`config.mk`:
```
export PLATFORM = sky130hd
export DESIGN_NAME = mem_arbiter
export DESIGN_NICKNAME = d
export VERILOG_FILES = /design/src/rtl/cache_pkg.sv /design/src/rtl/mem_arb_pick.sv /design/src/rtl/mem_arbiter.sv
export SDC_FILE = /design/constraint.sdc
export NUM_CORES = 1
export LEC_CHECK = 0
export ABC_CLOCK_PERIOD_IN_PS = 10900
export BUFFER_PORTS_ARGS = -buffer_cell sky130_fd_sc_hd__buf_2
export CORE_AREA = 2 2 168 170
export CTS_BUF_LIST = sky130_fd_sc_hd__clkbuf_8
export DETAILED_ROUTE_END_ITERATION = 8
export DIE_AREA = 0 0 170 172
export PLACE_DENSITY_LB_ADDON = 0.3
export SYNTH_ARGS = -nofsm -noshare
export SYNTH_HDL_FRONTEND = slang
export SYNTH_HIERARCHICAL = 1
export SYNTH_SLANG_ARGS = --single-unit
```
`constraint.sdc`:
```
create_clock -name clk -period 10.9 [get_ports clk]
set_input_delay 1.09 -clock clk [delete_from_list [all_inputs] [get_ports clk]]
set_output_delay 1.09 -clock clk [all_outputs]
set_load 0.1 [all_outputs]
```
`src/rtl/cache_pkg.sv`:
```
// Shared sizes and enums for the split-cache memory subsystem.
package cache_pkg;

  localparam int unsigned LINE_W  = 64;
  localparam int unsigned LADDR_W = 14;

  typedef enum logic [1:0] {GNT_I, GNT_D, GNT_WB, GNT_WT} gnt_e;
  typedef enum logic [1:0] {IDLE, ISSUE, DONE} state_e;

endpackage

```
`src/rtl/mem_arb_pick.sv`:
```
// Fixed-priority client select (wb > wt > d > i) with an icache starvation override.
module mem_arb_pick
  import cache_pkg::*;
(
  input  logic i_req,
  input  logic d_req,
  input  logic wb_req,
  input  logic wt_req,
  input  logic starve,
  output gnt_e gnt_c,
  output logic vld_c
);

  always_comb begin
    gnt_c = GNT_I;
    vld_c = i_req | d_req | wb_req | wt_req;
    if (starve && i_req) gnt_c = GNT_I;
    else if (wb_req)     gnt_c = GNT_WB;
    else if (wt_req)     gnt_c = GNT_WT;
    else if (d_req)      gnt_c = GNT_D;
  end

endmodule

```
`src/rtl/mem_arbiter.sv`:
```
// Serializes icache fill, dcache fill, victim writeback and write-through
// onto one line-wide memory port, one complete transaction at a time.
module mem_arbiter
  import cache_pkg::LADDR_W, cache_pkg::gnt_e, cache_pkg::state_e,
         cache_pkg::GNT_I, cache_pkg::GNT_D, cache_pkg::GNT_WB, cache_pkg::GNT_WT,
         cache_pkg::IDLE, cache_pkg::ISSUE, cache_pkg::DONE;
#(
  parameter int unsigned LINE_W     = 64,
  parameter int unsigned STARVE_MAX = 4
)(
  input  logic               clk,
  input  logic               rst,
  input  logic               i_req,
  input  logic [LADDR_W-1:0] i_addr,
  output logic               i_fill_vld,
  output logic [LINE_W-1:0]  i_fill_data,
  input  logic               d_req,
  input  logic [LADDR_W-1:0] d_addr,
  output logic               d_fill_vld,
  output logic [LINE_W-1:0]  d_fill_data,
  input  logic               wb_req,
  input  logic [LADDR_W-1:0] wb_addr,
  input  logic [LINE_W-1:0]  wb_data,
  output logic               wb_done,
  input  logic               wt_req,
  input  logic [15:0]        wt_addr,
  input  logic [15:0]        wt_data,
  output logic               wt_done,
  output logic               m_req,
  output logic               m_we,
  output logic [LADDR_W-1:0] m_addr,
  output logic [3:0]         m_wmask,
  output logic [LINE_W-1:0]  m_wdata,
  input  logic [LINE_W-1:0]  m_rdata,
  input  logic               m_ack,
  output logic               busy
);

  localparam int unsigned CNT_W = 3;

  state_e             state_q, state_d;
  gnt_e               gnt_q, gnt_d;
  gnt_e               pick_gnt;
  logic               pick_vld;
  logic               starve;
  logic [CNT_W-1:0]   starve_cnt, starve_cnt_d;
  logic               m_req_d, m_we_d, busy_d;
  logic [LADDR_W-1:0] m_addr_d;
  logic [3:0]         m_wmask_d;
  logic [LINE_W-1:0]  m_wdata_d, i_fill_data_d, d_fill_data_d;
  logic               i_fill_vld_d, d_fill_vld_d, wb_done_d, wt_done_d;

  assign starve = (starve_cnt >= CNT_W'(STARVE_MAX));

  mem_arb_pick u_pick (
    .i_req  (i_req),
    .d_req  (d_req),
    .wb_req (wb_req),
    .wt_req (wt_req),
    .starve (starve),
    .gnt_c  (pick_gnt),
    .vld_c  (pick_vld)
  );

  // Next-state and next-output logic; every register holds unless changed here.
  always_comb begin
    state_d       = state_q;
    gnt_d         = gnt_q;
    starve_cnt_d  = starve_cnt;
    m_req_d       = m_req;
    m_we_d        = m_we;
    m_addr_d      = m_addr;
    m_wmask_d     = m_wmask;
    m_wdata_d     = m_wdata;
    i_fill_data_d = i_fill_data;
    d_fill_data_d = d_fill_data;
    i_fill_vld_d  = 1'b0;
    d_fill_vld_d  = 1'b0;
    wb_done_d     = 1'b0;
    wt_done_d     = 1'b0;

    unique case (state_q)
      IDLE: begin
        if (pick_vld) begin
          state_d = ISSUE;
          gnt_d   = pick_gnt;
          m_req_d = 1'b1;
          unique case (pick_gnt)
            GNT_WB: begin
              m_we_d    = 1'b1;
              m_addr_d  = wb_addr;
              m_wmask_d = 4'b1111;
              m_wdata_d = wb_data;
            end
            GNT_WT: begin
              m_we_d    = 1'b1;
              m_addr_d  = wt_addr[15:2];
              m_wmask_d = 4'(4'b0001 << wt_addr[1:0]);
              m_wdata_d = LINE_W'({4{wt_data}});
            end
            GNT_D: begin
              m_we_d    = 1'b0;
              m_addr_d  = d_addr;
              m_wmask_d = 4'b0000;
            end
            default: begin
              m_we_d    = 1'b0;
              m_addr_d  = i_addr;
              m_wmask_d = 4'b0000;
            end
          endcase
          // Count only arbitrations the icache was present for and lost.
          if (!i_req || pick_gnt == GNT_I) starve_cnt_d = '0;
          else                             starve_cnt_d = starve_cnt + CNT_W'(1);
        end
      end
      ISSUE: begin
        if (m_ack) begin
          state_d   = DONE;
          m_req_d   = 1'b0;
          m_we_d    = 1'b0;
          m_wmask_d = 4'b0000;
          unique case (gnt_q)
            GNT_I: begin
              i_fill_data_d = m_rdata;
              i_fill_vld_d  = 1'b1;
            end
            GNT_D: begin
              d_fill_data_d = m_rdata;
              d_fill_vld_d  = 1'b1;
            end
            GNT_WB:  wb_done_d = 1'b1;
            default: wt_done_d = 1'b1;
          endcase
        end
      end
      DONE:    state_d = IDLE;
      default: state_d = IDLE;
    endcase

    busy_d = (state_d != IDLE);
  end

  always_ff @(posedge clk or posedge rst) begin
    if (rst) begin
      state_q     <= IDLE;
      gnt_q       <= GNT_I;
      starve_cnt  <= '0;
      m_req       <= 1'b0;
      m_we        <= 1'b0;
      m_addr      <= '0;
      m_wmask     <= '0;
      m_wdata     <= '0;
      i_fill_data <= '0;
      d_fill_data <= '0;
      i_fill_vld  <= 1'b0;
      d_fill_vld  <= 1'b0;
      wb_done     <= 1'b0;
      wt_done     <= 1'b0;
      busy        <= 1'b0;
    end else begin
      state_q     <= state_d;
      gnt_q       <= gnt_d;
      starve_cnt  <= starve_cnt_d;
      m_req       <= m_req_d;
      m_we        <= m_we_d;
      m_addr      <= m_addr_d;
      m_wmask     <= m_wmask_d;
      m_wdata     <= m_wdata_d;
      i_fill_data <= i_fill_data_d;
      d_fill_data <= d_fill_data_d;
      i_fill_vld  <= i_fill_vld_d;
      d_fill_vld  <= d_fill_vld_d;
      wb_done     <= wb_done_d;
      wt_done     <= wt_done_d;
      busy        <= busy_d;
    end
  end

endmodule

```
-- Yosys cells after proc, flatten, opt, wreduce, memory -nomap -nowiden
Cells that the tools add are included.
- shifts and indexed selects: 1
- $lt $le $gt $ge: 1
- divide/modulo/power cells: 0
- mux-type cells: 32
- bitwise logic cells: 3
- reduce and logical (&&, ||, !) cells: 16
- $mul: 0
- add/subtract/negate cells: 1
- equality and inequality tests: 8
- operator list (kind ; count):
    $pmux 64 s2 ; 1
    $pmux 14 s3 ; 1
    $mux 1 ; 17
    $pmux 4 s2 ; 2
    $reduce_and 3->1 ; 4
    $mux 2 ; 5
    $mux 4 ; 2
    $eq 2x1->1 const B ; 3
    $eq 2x2->1 const B ; 3
    $logic_not 2->1 ; 3
    $reduce_bool 2->1 ; 3
    $ne 2x2->1 const B ; 2
    $pmux 1 s2 ; 2
    $pmux 2 s2 ; 1
    $shl 1x2->4 const A ; 1
    $add 3x1->3 const B ; 1
    $ge 3x3->1 const B ; 1
    $mux 3 ; 1
    $or 1x1->1 ; 3
    $reduce_or 3->1 ; 1
    $reduce_and 2->1 ; 1
    $reduce_or 2->1 ; 1
    $logic_and 1x1->1 ; 1
    $logic_not 1->1 ; 1
    $logic_or 1x1->1 ; 1
- bits in writable memories: 0
- memory bits (read-only): 0
- logic and storage cells: 77
- bits of input ports: 209
- memories: 0
- latch bits: 0
- bits in registers: 224
- output and inout bits: 217

-- Logic depth before layout (Yosys ltp)
- depth after elaboration: 9
- mapped depth: 8
- depth with buffers taken out: 5

-- Hierarchy
Netlist, hierarchy kept.
- modules (own cells, without submodules) (module ; area each (sq um) ; seq. area each (sq um) ; cells an instance ; instances):
    mem_arbiter ; 9236.4 ; 5605.4 ; 715 ; 1
    mem_arb_pick ; 32.5 ; 0.0 ; 6 ; 1

-- Worst setup path before layout
Ideal clock, no wire load.
- kind: input port to flip-flop
- start point: in d_req
- end point: reg m_addr[5]
- library setup time: 0.142 ns
- required time: 10.758 ns
- arrival time: 2.295 ns
- path buffers: 3
- path slack: 8.462 ns
- stages: 7
- cell sequence: nor2_1 a211oi_2 clkbuf_1 clkbuf_1 buf_2 mux2i_1 o221ai_1
- cells in the longest elaborated chain, start to end: 6
- elaborated cells on any way between the ends: 12
- those cells by class: eq/ne: 3; mux: 5; bitwise: 3; reduce/logical: 1
- ends and longest elaborated chain (what ; line ; source):
    start: declaration ; mem_arbiter.sv:17 ; input logic d_req,
    $mux 1 * ; mem_arb_pick.sv:20 ; else if (d_req) gnt_c = GNT_D;
    $mux 2 * ; mem_arb_pick.sv:19 ; else if (wt_req) gnt_c = GNT_WT;
    $mux 2 * ; mem_arb_pick.sv:18 ; else if (wb_req) gnt_c = GNT_WB;
    $mux 2 * ; mem_arb_pick.sv:17 ; if (starve && i_req) gnt_c = GNT_I;
    named net pick_gnt[0] ; mem_arbiter.sv:43 ; gnt_e pick_gnt;
    $eq 2x1->1 / $eq 2x2->1 (equally long branches) ; mem_arbiter.sv:88 ; unique case (pick_gnt)
    $pmux 14 s3 * ; mem_arbiter.sv:88 ;
    end signal: assignment ; mem_arbiter.sv:167 ; m_addr <= m_addr_d;
    end: declaration ; mem_arbiter.sv:31 ; output logic [LADDR_W-1:0] m_addr,
Mark *: on every way through the listed nets, which the timed path passes. The rest lies on a longest branch.
A chain may end at the register's enable or synchronous reset.

-- Worst setup path after layout
- start point: in wb_req
- end point: reg m_wdata[4]
- cells in the longest elaborated chain, start to end: 5
- elaborated cells on any way between the ends: 9
- those cells by class: eq/ne: 2; mux: 3; bitwise: 2; reduce/logical: 2
- ends and longest elaborated chain (what ; line ; source):
    start: declaration ; mem_arbiter.sv:21 ; input logic wb_req,
    $mux 2 * ; mem_arb_pick.sv:18 ;
    $mux 2 * ; mem_arb_pick.sv:17 ;
    named net pick_gnt[1] ; mem_arbiter.sv:43 ;
    $eq 2x2->1 ; mem_arbiter.sv:88 ;
    $reduce_bool 2->1 (no source line) ; -- ;
    $reduce_and 3->1 (no source line) ; -- ;
    end signal: assignment ; mem_arbiter.sv:169 ; m_wdata <= m_wdata_d;
    end: declaration ; mem_arbiter.sv:33 ; output logic [LINE_W-1:0] m_wdata,
Marked as above.

==> flow_summary_export.csv <==
group,metric,value,unit
global_routing,use_met1,0.214,
detailed_routing,drt-total-wl,27700,microns
synthesis,yosys_warnings,6,
sta,fmax,324,MHz
clock_network,clock-sinks,224,
worst_setup_path,cp_top_family,"buffers and inverters",
clock_network,ctsLongestPathBuffers,3,
die,ios,426,
worst_setup_path,crit_cells,6,
detailed_routing,wl_per_cell,18.2,microns
detailed_routing,drt_iter0_drc,353,
global_routing,grtUsageTotal,0.181,
sta,slew_headroom,0.286,
sta,tns,0,ps
die,initial_utilization,0.337,
synthesis,syn_avg_cell_area,12.9,sq um
synthesis,yosysSeqAreaShare,0.605,
die,coreArea,27500,sq um
worst_setup_path,path_class,"input port to register",
sta,rsz0062_at_grt,"false",
cells_and_area,final_cell_mix,"425 x buf_2, 224 x dfrtp_1, 130 x a21oi_1",
clock_network,post_cts_buffers,0,
worst_setup_path,slowest_stage,"buf_4",
clock_network,clkTransAtPathRegs,60,ps
clock_network,insertion_delay,520,ps
worst_setup_path,critPathArrivalTime,3430,ps
synthesis,yosysUniqueCellTypes,30,
sta,worstMarginPinSlew,1070,ps
die,rows,61,
clock_network,cts_buffers,40,
sta,finalSetupViolCount,0,
clock_network,cts_tree,"built",
synthesis,synthesis.nets,932,
min_path,hp-class,"register to register",
placed_design,place_congestion,0.833,
worst_setup_path,r2r_cells,4,
worst_setup_path,cp_cell_sequence,"buf_2, nor2_1, a21oi_1, nor4bb_4, buf_4, a21oi_1",
sta,finalMaxSlewViolations,0,
synthesis,netlist_area,9270,sq um
global_routing,use_met2,0.304,
cells_and_area,final_cells,1522,
worst_setup_path,cp-start-kind,"input port",
detailed_routing,drc,0,
detailed_routing,drt_pass1_iterations,5,
cells_and_area,final_layout_size_suffix_gt1_frac,0.529,
placed_design,dp_hpwl,20300,microns
global_routing,grt_max_degree,115,
clock_network,cts_resized,0,
status,outcome,"complete, no violations",
cells_and_area,fillCellCount,2607,
min_path,min_path_cells,2,
clock_network,h-tree-depth,2,
global_routing,grt_most_used_layer,"met2",
global_routing,grt_use_met3,0.0613,
cells_and_area,layout_commonest_cell,"buf_2",
detailed_routing,via_count,7363,
die,die_y,172,microns
placed_design,portBuffers,425,
worst_setup_path,worstPathMaxFanout,114,
global_routing,grt_pass1_wl,40900,microns
job,cap_violations,0,
global_routing,antenna_found_initial,0,
worst_setup_path,end_kind,"register",
cells_and_area,area_growth,34.5,%
synthesis,yosys_register_bits,224,
sta,fin_skew,14.6,ps
sta,period_needed,3090,ps
clock_network,hold_buffers,0,
clock_network,cts_root_buf,"clkbuf_8",
cells_and_area,final_util,0.454,
global_routing,overflow,0,
cells_and_area,fin_nets,1359,
worst_setup_path,required,11240,ps
worst_setup_path,crit_top_cell,"a21oi_1",
sta,final_hold_viol_count,0,
placed_design,placed_cells,1452,
die,dieArea,29200,sq um
detailed_routing,vias_per_cell,4.84,
worst_setup_path,path_buf_inv,2,
global_routing,grt_pass1_vias,7234,
synthesis,synth_cells,721,
detailed_routing,drtAntennaViolNets,0,
worst_setup_path,slowest_delay,930,ps
die,die_w,170,microns
sta,fin_crit_sh,0.283,
==> layout make-up <==
cell class | count | area [sq um] | area share
clock buffers | 46 | 633 | 0.0508
repair buffers | 434 | 2190 | 0.176
inverters | 7 | 33.8 | 0.00271
diodes | 1 | 2.50 | 0.000201
flip-flops and latches | 224 | 5610 | 0.450
clock inverters | 23 | 149 | 0.0119
multi-input cells | 441 | 3420 | 0.274
well taps | 346 | 433 | 0.0347
==> final timing paths <==
kind,slack (ps),start,endpoint
setup / recovery,7810,wb_req,m_wdata[4]
hold / removal,470,m_req,m_req
setup reg to reg,8080,starve_cnt[2],m_wdata[4]
hold reg to reg,470,m_req,m_req
max in group asynchronous,8820,rst,i_fill_data[26]
min in group asynchronous,660,rst,m_wdata[9]
==> tightest hold or removal path: stages, from the launching register on <==
cell,delay [ps]
dfrtp_1,340
nand2_1,50
nand2_1,50
==> per-stage QoR <==
step	instance area (sq um)	worst slack (ps)	hold slack (ps)
2_1_floorplan	9270	3680	456
3_3_place_gp	11700	7410	463
3_5_place_dp	11700	7330	462
4_1_cts	12500	7890	475
5_1_grt	12500	7600	498
6_report	12500	7810	468
==> state kept, by name, indices dropped and copies added (netlist names) <==
register and cells:
m_wmask 4, i_fill_vld 1, wb_done 1, m_addr 14, wt_done 1, m_req 1, i_fill_data 64, m_we 1
d_fill_data 64, starve_cnt 3, d_fill_vld 1, state_q 2, m_wdata 64, busy 1, gnt_q 2
==> cell usage after synthesis, drive strengths merged <==
| cell | number | area share |
|---|---|---|
| ha | 2 | 0.0027 |
| nor4bb | 1 | 0.0011 |
| nor2 | 71 | 0.029 |
| a21oi | 130 | 0.070 |
| nand2b | 1 | 0.00068 |
| nand3b | 1 | 0.0022 |
| and3 | 17 | 0.011 |
| a311o | 1 | 0.0011 |
| a21o | 2 | 0.0016 |
| a211oi | 1 | 0.0013 |
| dfrtp | 224 | 0.60 |
| mux2 | 129 | 0.18 |
| nand2 | 25 | 0.010 |
| or3 | 1 | 0.00068 |
| nor3b | 2 | 0.0016 |
| buf | 24 | 0.017 |
| a22o | 3 | 0.0028 |
| a21boi | 2 | 0.0016 |
| nor3 | 2 | 0.0011 |
| clkbuf | 25 | 0.010 |
| o21ai | 3 | 0.0016 |
| o221ai | 14 | 0.013 |
| or3b | 2 | 0.0019 |
| or2b | 1 | 0.00081 |
| o2bb2ai | 2 | 0.0019 |
| mux2i | 28 | 0.030 |
| inv | 7 | 0.0028 |
==> cells by family after synthesis <==
group / Yosys count / synth area share
compound gates: 158 / 0.0954
buf+inv: 56 / 0.0300
mux: 157 / 0.207
fa+ha+maj: 2 / 0.00270
flops: 224 / 0.605
simple gates: 124 / 0.0603
==> layer usage <==
layer  routed length [microns]  part of all wire
met1                     10600              0.38
met2                     13600              0.49
met3                      2700             0.097
met4                       786             0.028
met5                         0                 0
Power is left out: the tool's default activity adds up to more than one toggle a clock period on the data nets, which glitch-free logic cannot reach.
